--- config.mk ---
export PLATFORM = sky130hd
export DESIGN_NAME = featuremap_channel_accum
export DESIGN_NICKNAME = d
export VERILOG_FILES = /design/src/rtl/featuremap_channel_accum.sv
export SDC_FILE = /design/constraint.sdc
export NUM_CORES = 1
export LEC_CHECK = 0
export CELL_PAD_IN_SITES_DETAIL_PLACEMENT = 1
export CELL_PAD_IN_SITES_GLOBAL_PLACEMENT = 1
export CORE_UTILIZATION = 36
export CTS_BUF_LIST = sky130_fd_sc_hd__clkbuf_16
export DETAILED_ROUTE_END_ITERATION = 10
export PLACE_DENSITY_LB_ADDON = 0.1
export SETUP_SLACK_MARGIN = 0.3
export SLEW_MARGIN = 20
export SYNTH_ARGS = -nofsm -noshare
export SYNTH_HDL_FRONTEND = slang
export SYNTH_SLANG_ARGS = --single-unit
--- constraint.sdc ---
create_clock -name clk -period 17 [get_ports clk]
set_clock_uncertainty 0.05 [all_clocks]
set_input_delay 5.1 -clock clk [delete_from_list [all_inputs] [get_ports clk]]
set_output_delay 5.1 -clock clk [all_outputs]
set_load 0.01 [all_outputs]
--- src/rtl/featuremap_channel_accum.sv ---
// Channel-reduction stage: sums NUM_CHANNELS FP32 partial results plus a bias
// through one time-multiplexed adder, with optional ReLU and frame-end marking.
module featuremap_channel_accum #(
    parameter int          DATA_WIDTH   = 32,
    parameter int          NUM_CHANNELS = 8,
    parameter logic [31:0] BIAS         = 32'h3AF95B63,
    parameter int          RELU         = 0,
    parameter int          PIXELS       = 3136
) (
    input  logic                               clk,
    input  logic                               rst,
    input  logic [NUM_CHANNELS*DATA_WIDTH-1:0] data_in,
    input  logic                               valid_in,
    output logic                               ready_in,
    output logic [DATA_WIDTH-1:0]              data_out,
    output logic                               valid_out,
    input  logic                               ready_out,
    output logic                               last_out
);

    localparam int IDX_W = (NUM_CHANNELS > 1) ? $clog2(NUM_CHANNELS) : 1;
    localparam int PIX_W = (PIXELS > 1) ? $clog2(PIXELS) : 1;
    localparam logic [IDX_W-1:0] LAST_IDX = IDX_W'(NUM_CHANNELS - 1);
    localparam logic [PIX_W-1:0] LAST_PIX = PIX_W'(PIXELS - 1);

    localparam logic [1:0] S_IDLE  = 2'd0;
    localparam logic [1:0] S_ACCUM = 2'd1;
    localparam logic [1:0] S_OUT   = 2'd2;

    // FP32 add, round toward zero; denormals read as zero, underflow flushes to +0.
    function automatic logic [31:0] fp_add(input logic [31:0] a, input logic [31:0] b);
        logic [7:0]        ea, eb, e_big, shamt;
        logic [23:0]       ma, mb;
        logic [27:0]       big_x, small_x, mask, aligned, sum, norm;
        logic              sign_big, a_big, found;
        logic [4:0]        lz;
        logic signed [9:0] e_res;
        logic [22:0]       frac;
        norm  = 28'd0;
        frac  = 23'd0;
        e_res = 10'sd0;
        ea = a[30:23];
        eb = b[30:23];
        ma = (ea != 8'd0) ? {1'b1, a[22:0]} : 24'd0;
        mb = (eb != 8'd0) ? {1'b1, b[22:0]} : 24'd0;
        a_big    = {ea, ma} >= {eb, mb};
        big_x    = a_big ? {1'b0, ma, 3'b000} : {1'b0, mb, 3'b000};
        small_x  = a_big ? {1'b0, mb, 3'b000} : {1'b0, ma, 3'b000};
        e_big    = a_big ? ea : eb;
        shamt    = a_big ? (ea - eb) : (eb - ea);
        sign_big = a_big ? a[31] : b[31];
        // Low three bits act as guard/round/sticky; everything shifted out folds into bit 0.
        if (shamt >= 8'd28) begin
            mask    = '1;
            aligned = 28'd0;
        end else begin
            mask    = (28'd1 << shamt) - 28'd1;
            aligned = small_x >> shamt;
        end
        aligned[0] = aligned[0] | (|(small_x & mask));
        sum = (a[31] ^ b[31]) ? (big_x - aligned) : (big_x + aligned);
        found = 1'b0;
        lz    = 5'd0;
        for (int i = 26; i >= 0; i--) begin
            if (!found && sum[i]) begin
                found = 1'b1;
                lz    = 5'(26 - i);
            end
        end
        if (sum[27]) begin
            frac  = sum[26:4];
            e_res = $signed({2'b00, e_big}) + 10'sd1;
        end else begin
            norm  = sum << lz;
            frac  = norm[25:3];
            e_res = $signed({2'b00, e_big}) - $signed({5'd0, lz});
        end
        if (sum == 28'd0 || e_res <= 10'sd0) begin
            return 32'd0;
        end else if (e_res >= 10'sd255) begin
            return {sign_big, 8'hFF, 23'd0};
        end
        return {sign_big, e_res[7:0], frac};
    endfunction

    logic [1:0]                         state_q, state_d;
    logic [IDX_W-1:0]                   idx_q, idx_d;
    logic [PIX_W-1:0]                   cnt_q, cnt_d;
    logic [DATA_WIDTH-1:0]              acc_q, acc_d;
    logic [NUM_CHANNELS*DATA_WIDTH-1:0] chan_q, chan_d;
    logic [DATA_WIDTH-1:0]              data_out_q, data_out_d;
    logic                               last_q, last_d;
    logic                               ready_q, ready_d;
    logic [DATA_WIDTH-1:0]              ch_w [NUM_CHANNELS];
    logic [DATA_WIDTH-1:0]              sum_w;

    genvar gi;
    generate
        for (gi = 0; gi < NUM_CHANNELS; gi++) begin : g_unpack
            assign ch_w[gi] = chan_q[gi*DATA_WIDTH +: DATA_WIDTH];
        end
    endgenerate

    assign sum_w = fp_add(acc_q, ch_w[idx_q]);

    always_comb begin
        state_d    = state_q;
        idx_d      = idx_q;
        cnt_d      = cnt_q;
        acc_d      = acc_q;
        chan_d     = chan_q;
        data_out_d = data_out_q;
        last_d     = last_q;
        case (state_q)
            S_IDLE: begin
                if (valid_in && ready_q) begin
                    chan_d  = data_in;
                    acc_d   = BIAS;
                    idx_d   = '0;
                    state_d = S_ACCUM;
                end
            end
            S_ACCUM: begin
                acc_d = sum_w;
                idx_d = idx_q + IDX_W'(1);
                if (idx_q == LAST_IDX) begin
                    data_out_d = ((RELU != 0) && sum_w[31]) ? '0 : sum_w;
                    last_d     = (cnt_q == LAST_PIX);
                    state_d    = S_OUT;
                end
            end
            S_OUT: begin
                if (ready_out) begin
                    cnt_d   = (cnt_q == LAST_PIX) ? '0 : cnt_q + PIX_W'(1);
                    state_d = S_IDLE;
                end
            end
            default: state_d = S_IDLE;
        endcase
        ready_d = (state_d == S_IDLE);
    end

    always_ff @(posedge clk) begin
        if (rst) begin
            state_q    <= S_IDLE;
            idx_q      <= '0;
            cnt_q      <= '0;
            acc_q      <= '0;
            chan_q     <= '0;
            data_out_q <= '0;
            last_q     <= 1'b0;
            ready_q    <= 1'b0;
        end else begin
            state_q    <= state_d;
            idx_q      <= idx_d;
            cnt_q      <= cnt_d;
            acc_q      <= acc_d;
            chan_q     <= chan_d;
            data_out_q <= data_out_d;
            last_q     <= last_d;
            ready_q    <= ready_d;
        end
    end

    assign ready_in  = ready_q;
    assign valid_out = (state_q == S_OUT);
    assign data_out  = data_out_q;
    assign last_out  = last_q;

endmodule

---- After elaboration in Yosys (flattened, before gate mapping) ----
Index checks and enable logic that the tools add are counted.
word-level totals
  flip-flop bits (word level) ............. 339
  input port bits ......................... 260
  logic and storage cells ................. 180
operators by class
  add/sub/neg operators ................... 9
  magnitude comparators ................... 5
  equal/unequal tests ..................... 5
  shift-type cells ........................ 3
  multiplexer cells ....................... 81
  bitwise gates (word level) .............. 4
  reductions and logical operators ........ 65
operator list
  cell                     count
  $mux W32                 6
  $mux W5                  25
  $bmux W32 S3             1
  $mux W28                 3
  $pmux W32 S2             1
  $mux W27                 2
  $mux W24                 2
  $ge A32 B32 Y1           1
  $mux W1                  30
  $add A27 B28 Y28         1
  $and A27 B28 Y28         1
  $logic_not A28 Y1        1
  $reduce_or A28 Y1        1
  $shl A1 B8 Y28 const A   1
  $shl A28 B5 Y26          1
  $shr A27 B8 Y28          1
  $sub A27 B28 Y28         1
  $sub A28 B1 Y28 const B  1
  $logic_and A1 B1 Y1      27
  $logic_not A1 Y1         26
  $mux W23                 1
  $mux W8                  2
  $reduce_bool A8 Y1       2
  $sub A8 B8 Y8            2
  26 further kinds         32

---- Depth between registers and ports, before layout ----
  depth after elaboration ................. 102
  depth in mapped cells ................... 73

---- Worst setup path before layout ----
No wires, ideal clock.
  kind .................................... reg-to-reg
  start ................................... register idx_q[1]
  end ..................................... register acc_q[22]
  arrival ................................. 13.597 ns
  slack ................................... 3.265 ns
  cell stages (with the launch flop) ...... 65
  period minus slack after synthesis ...... 13.735 ns
  path through ............................ dfxtp_1 -> buf_2 -> buf_2 -> buf_2 -> buf_2 -> buf_2 -> buf_2 -> clkbuf_1 -> mux4_2 -> nand2_1 -> nand2_1 -> ha_1 -> buf_2 -> nand4_2 -> or4_4 -> nand2b_4 -> nand3_2 -> buf_2 -> [29 not listed] -> a21oi_1 -> inv_2 -> clkbuf_1 -> clkbuf_1 -> ha_1 -> inv_1 -> fa_1 -> a21o_1 -> a21oi_1 -> xnor2_1 -> a211oi_2 -> a2111oi_1 -> a31o_1 -> buf_2 -> or3_4 -> or3_1 -> buf_2 -> o32ai_2
on the way
  longest elaborated chain between the ends .. 102
ends and longest elaborated chain
  item                                                   line    RTL
  from (decl)                                            87      logic [IDX_W-1:0] idx_q, idx_d;
  from (signal assigned)                                 155     idx_q <= idx_d;
  $not A3 Y4 (not written as such) (*)                   104     assign sum_w = fp_add(acc_q, ch_w[idx_q]);
  $bmux W32 S3 (*)                                       104
  $mux W32 (not written as such) (*) (2 in a row)        104
  $reduce_bool A8 Y1                                     45      mb = (eb != 8'd0) ? {1'b1, b[22:0]} : 24'd0;
  $mux W24                                               45
  $ge A32 B32 Y1                                         46      a_big = {ea, ma} >= {eb, mb};
  $mux W8                                                50      shamt = a_big ? (ea - eb) : (eb - ea);
  $shl A1 B8 Y28                                         57      mask = (28'd1 << shamt) - 28'd1;
  [85 not listed]                                        n/a
  $mux W5                                                65      if (!found && sum[i]) begin
  $sub A8 B5 Y9                                          76      e_res = $signed({2'b00, e_big}) - $signed({5'd0, lz});
  $mux W10                                               70      if (sum[27]) begin
  $ge A10 B9 Y1 / $le A10 B1 Y1 (equally long branches)  80, 78
  $mux W1 / $logic_or A1 B1 Y1 (equally long branches)   80, 78
  $mux W1 / $mux W32 (equally long branches)             78      if (sum == 28'd0 || e_res <= 10'sd0) begin
  $mux W32 (*)                                           83      return {sign_big, e_res[7:0], frac};
  $pmux W32 S2 (*)                                       114     case (state_q)
  to (signal assigned)                                   148     acc_q <= '0;
  to (signal assigned)                                   157     acc_q <= acc_d;
  to (decl)                                              89      logic [DATA_WIDTH-1:0] acc_q, acc_d;
Every way passes the cells marked *; elsewhere a longest branch is shown, timed or not. The select of a mux whose other input is x is not followed.
A chain may end at the register's enable or synchronous reset.

---- Worst setup path after layout ----
  start ................................... register idx_q[0]
  end ..................................... register acc_q[22]
Same word-level chain as after synthesis.

==> Implementation_results.wiki <==
{| class="wikitable"
! Metric !! Value
|-
| Per-instance average area after synthesis || 7.47 um2
|-
| Type of the setup path with the least slack || flip-flop to flip-flop
|-
| Die area || 69500 um2
|-
| Final estimated routing congestion in global placement || 0.985
|-
| Transition at the pin with the smallest max-transition slack || 1.16 ns
|-
| Mapped Nets || 3637
|-
| Required time of the worst setup path || 17.44 ns
|-
| Vias after detailed routing || 26300
|-
| Die boundary height || 264 um
|-
| Final worst slack || 1.27 ns
|-
| Core box area || 67500 um2
|-
| Fraction of the cycle the final worst path needs || 0.925
|-
| Critical path endpoint category || flip-flop
|-
| GR peak layer || met2
|-
| Highest cell delay on the worst timing path || 0.71 ns
|-
| Crit Reg-Reg Endpoint || acc_q[22]
|-
| Worst reg2reg setup slack || 1.27 ns
|-
| Detailed-route wire length || 112000 um
|-
| Hold WC Path Type || flip-flop to flip-flop
|-
| Gr usage total || 0.313
|-
| Post-route worst hold slack || 0.405 ns
|-
| Buffer levels on the longest clock path || 3
|-
| Overflow after GRT || 0
|-
| Fraction of layout instances using a drive strength above 1 || 0.0892
|-
| Relative max-transition margin || 0.220
|-
| Worst slack at placement || 1.13 ns
|-
| Met2 global-route usage || 0.530
|-
| Worst-case reg-to-reg path depth || 59
|-
| Final Hold Viols || 0
|-
| Wire per inst || 25.6 um
|-
| Inserted Clock Buffers || 40
|-
| Number of different library cells in the post-synthesis netlist || 108
|-
| Total iterations of the first detailed-routing run || 6
|-
| Starting density of the core || 0.365
|-
| Clock latency reported for the late side of the worst-skew pair || 0.61 ns
|-
| Crit path max-delay cell type || or4_1
|-
| Antenna violations before repair || 1
|-
| Setup TNS after final layout || 0 ns
|-
| Max-slew violation count || 0
|-
| Post-route non-filler standard cell count || 4373
|-
| Count of flip-flops with a built-in enable after synthesis || 0
|-
| Seq/Total Area, Yosys || 0.275
|-
| Async SR Flop Fraction || 0
|-
| Number of rows created at floorplan || 95
|-
| Number of setup violations in the final report || 0
|-
| Number of flip-flops and latches in the synthesized netlist || 339
|-
| Count of nets left with antenna violations after detail routing || 0
|-
| Primary FF master, synth || dfxtp_1
|-
| Sequential standard cell area || 6790 um2
|-
| Number of top-level pins || 295
|-
| Number of global-route vias before repair || 26700
|-
| Arrival time at the worst endpoint || 16.16 ns
|-
| Area occupied by multi-input gates || 16700 um2
|-
| Number of nets at the end of the flow || 3807
|-
| Number of DRC markers after the initial detailed-route iteration || 1978
|-
| Cells after DPL || 4295
|-
| Count of mapped cells out of synthesis || 3299
|-
| Origin of the critical flop-to-flop path || idx_q[0]
|-
| Sinks on Clock Net || 339
|-
| Synthesis-to-layout area growth || 20.3%
|-
| Register clock-pin slew on the reported worst setup and hold paths || 0.06 ns
|-
| Setup crit start kind || flip-flop
|-
| Global routing usage on met3 || 0.0354
|-
| Buffer cell driving the clock tree root || clkbuf_16
|-
| Yosys warning total || 0
|-
| Largest net degree at the start of global routing || 208
|-
| Worst min-delay path endpoint || chan_q[53]
|-
| Status || finished, final reports clean
|-
| Final-layout fill cell count || 8166
|-
| Area of the mapped netlist || 24700 um2
|-
| Top cell by count, worst path || a21oi_1
|-
| Number of DRC violations after detailed routing || 0
|-
| Clock period minus final worst setup slack || 15.73 ns
|-
| Wire length of the first global-routing pass || 168000 um
|-
| Post-detailed-placement half-perimeter wirelength || 88000 um
|-
| TritonCTS clock tree || yes
|-
| Avg Vias per Cell || 6.02
|-
| Largest fanout of any net on the critical path || 27
|-
| Launch instance of the worst min-delay path || chan_q[53]
|-
| Met1 usage || 0.402
|-
| H-tree lvl count || 2
|-
| Unrepaired setup endpoints after global routing || no
|-
| Die X-Extent || 264 um
|-
| Number of I/O port buffers || 294
|-
| Number of maximum-capacitance violations || 0
|-
| Hold Crit Depth || 2
|-
| FMAX || 0.0636 GHz
|}
-- layer usage --
layer / vias to the layer above / routed length [um]
met2: 748 / 53500
li1: 12200 / -
met1: 13100 / 48300
met3: 217 / 5080
met4: 0 / 5030
met5: - / 0
-- what timing repair did --
action,in CTS,in global routing
setup buffers,0,4
hold buffers,0,0
endpoints found under the setup margin,0,62
resized for setup,0,5
-- sequential cells by signal, indices dropped and copies added, names as in the netlist --
name,count
chan_q,256
acc_q,32
data_out,32
cnt_q,12
idx_q,3
state_q,2
last_out,1
ready_in,1
-- cell families (layout without fill, tap and decap cells) --
| kind of cell | after synthesis | in the layout | synth area share |
|---|---|---|---|
| xor+xnor | 60 | 60 | 0.0213 |
| compound gates | 906 | 906 | 0.233 |
| mux | 191 | 191 | 0.122 |
| simple gates | 1406 | 1406 | 0.254 |
| fa+ha+maj | 81 | 81 | 0.0417 |
| flops | 339 | 339 | 0.275 |
| buf+inv | 316 | 516 | 0.0523 |
| other cells | 0 | 1 | 0 |
-- critical path: cells and delay by family, from the launching register on --
family / cells / cell delay (ns)
AOI/OAI and AO/OA: 22 / 5.05
xor gates and xnor gates: 3 / 0.90
adders and majority gates: 4 / 1.31
buffers and inverters: 8 / 1.31
DFF: 1 / 0.60
muxes: 1 / 0.36
and+or+nand+nor: 21 / 6.00
-- worst max-delay path by stage --
stage                         from   endpoint  slack [ns]  cells after the start
after floorplan           idx_q[1]  acc_q[22]        3.27                     64
after global placement    idx_q[0]  acc_q[22]        1.47                     56
after detailed placement  idx_q[0]  acc_q[15]        1.13                     56
after CTS                 idx_q[0]  acc_q[20]        1.05                     56
after global routing      idx_q[0]  acc_q[20]        0.29                     56
final                     idx_q[0]  acc_q[22]        1.27                     59
-- cell usage in the layout (no fill, tap or decap), drive strengths merged, types with 30 or more instances in the layout --
cell type	count
nor4	43
ha	75
mux2i	78
nor3	59
a21oi	418
nand2	798
inv	83
xor2	34
and2	30
clkbuf	41
buf	78
clkdlybuf4s50	293
mux4	85
dfxtp	339
o21ai	126
nor2	199
nand3	100
o211ai	30
-- metrics by stage --
step,area [um2],utilization
after floorplan,24700,-
after global placement,28300,0.419
after detailed placement,28300,0.419
after CTS,29600,0.438
after global routing,29700,0.439
final,29700,0.439
-- synthesized netlist by cell type (27+ instances only) --
master | instances | share of area
nand2_1 | 797 | 0.12
a21oi_1 | 418 | 0.085
dfxtp_1 | 339 | 0.28
nor2_1 | 197 | 0.030
clkbuf_1 | 174 | 0.026
o21ai_0 | 117 | 0.024
nand3_1 | 99 | 0.020
mux4_2 | 85 | 0.078
mux2i_1 | 77 | 0.031
ha_1 | 75 | 0.038
inv_1 | 68 | 0.010
nor3_1 | 57 | 0.012
nor4_1 | 43 | 0.011
xor2_1 | 34 | 0.012
buf_2 | 31 | 0.0063
and2_1 | 30 | 0.0076
o211ai_1 | 30 | 0.0091
and3_1 | 29 | 0.0074
a21o_1 | 28 | 0.0085
or3_1 | 28 | 0.0071
buf_1 | 27 | 0.0041
-- cell type report --
type | count | area share
Antenna cell | 1 | 0.0000844
Clock buffer | 40 | 0.0337
Clock inverter | 32 | 0.00890
Inverter | 72 | 0.00911
Multi-Input combinational cell | 2644 | 0.562
Sequential cell | 339 | 0.229
Tap cell | 873 | 0.0368
Timing Repair Buffer | 372 | 0.121
Power is not shown: default switching activity piles up to over one toggle a cycle in this logic, so the estimate is an artifact.
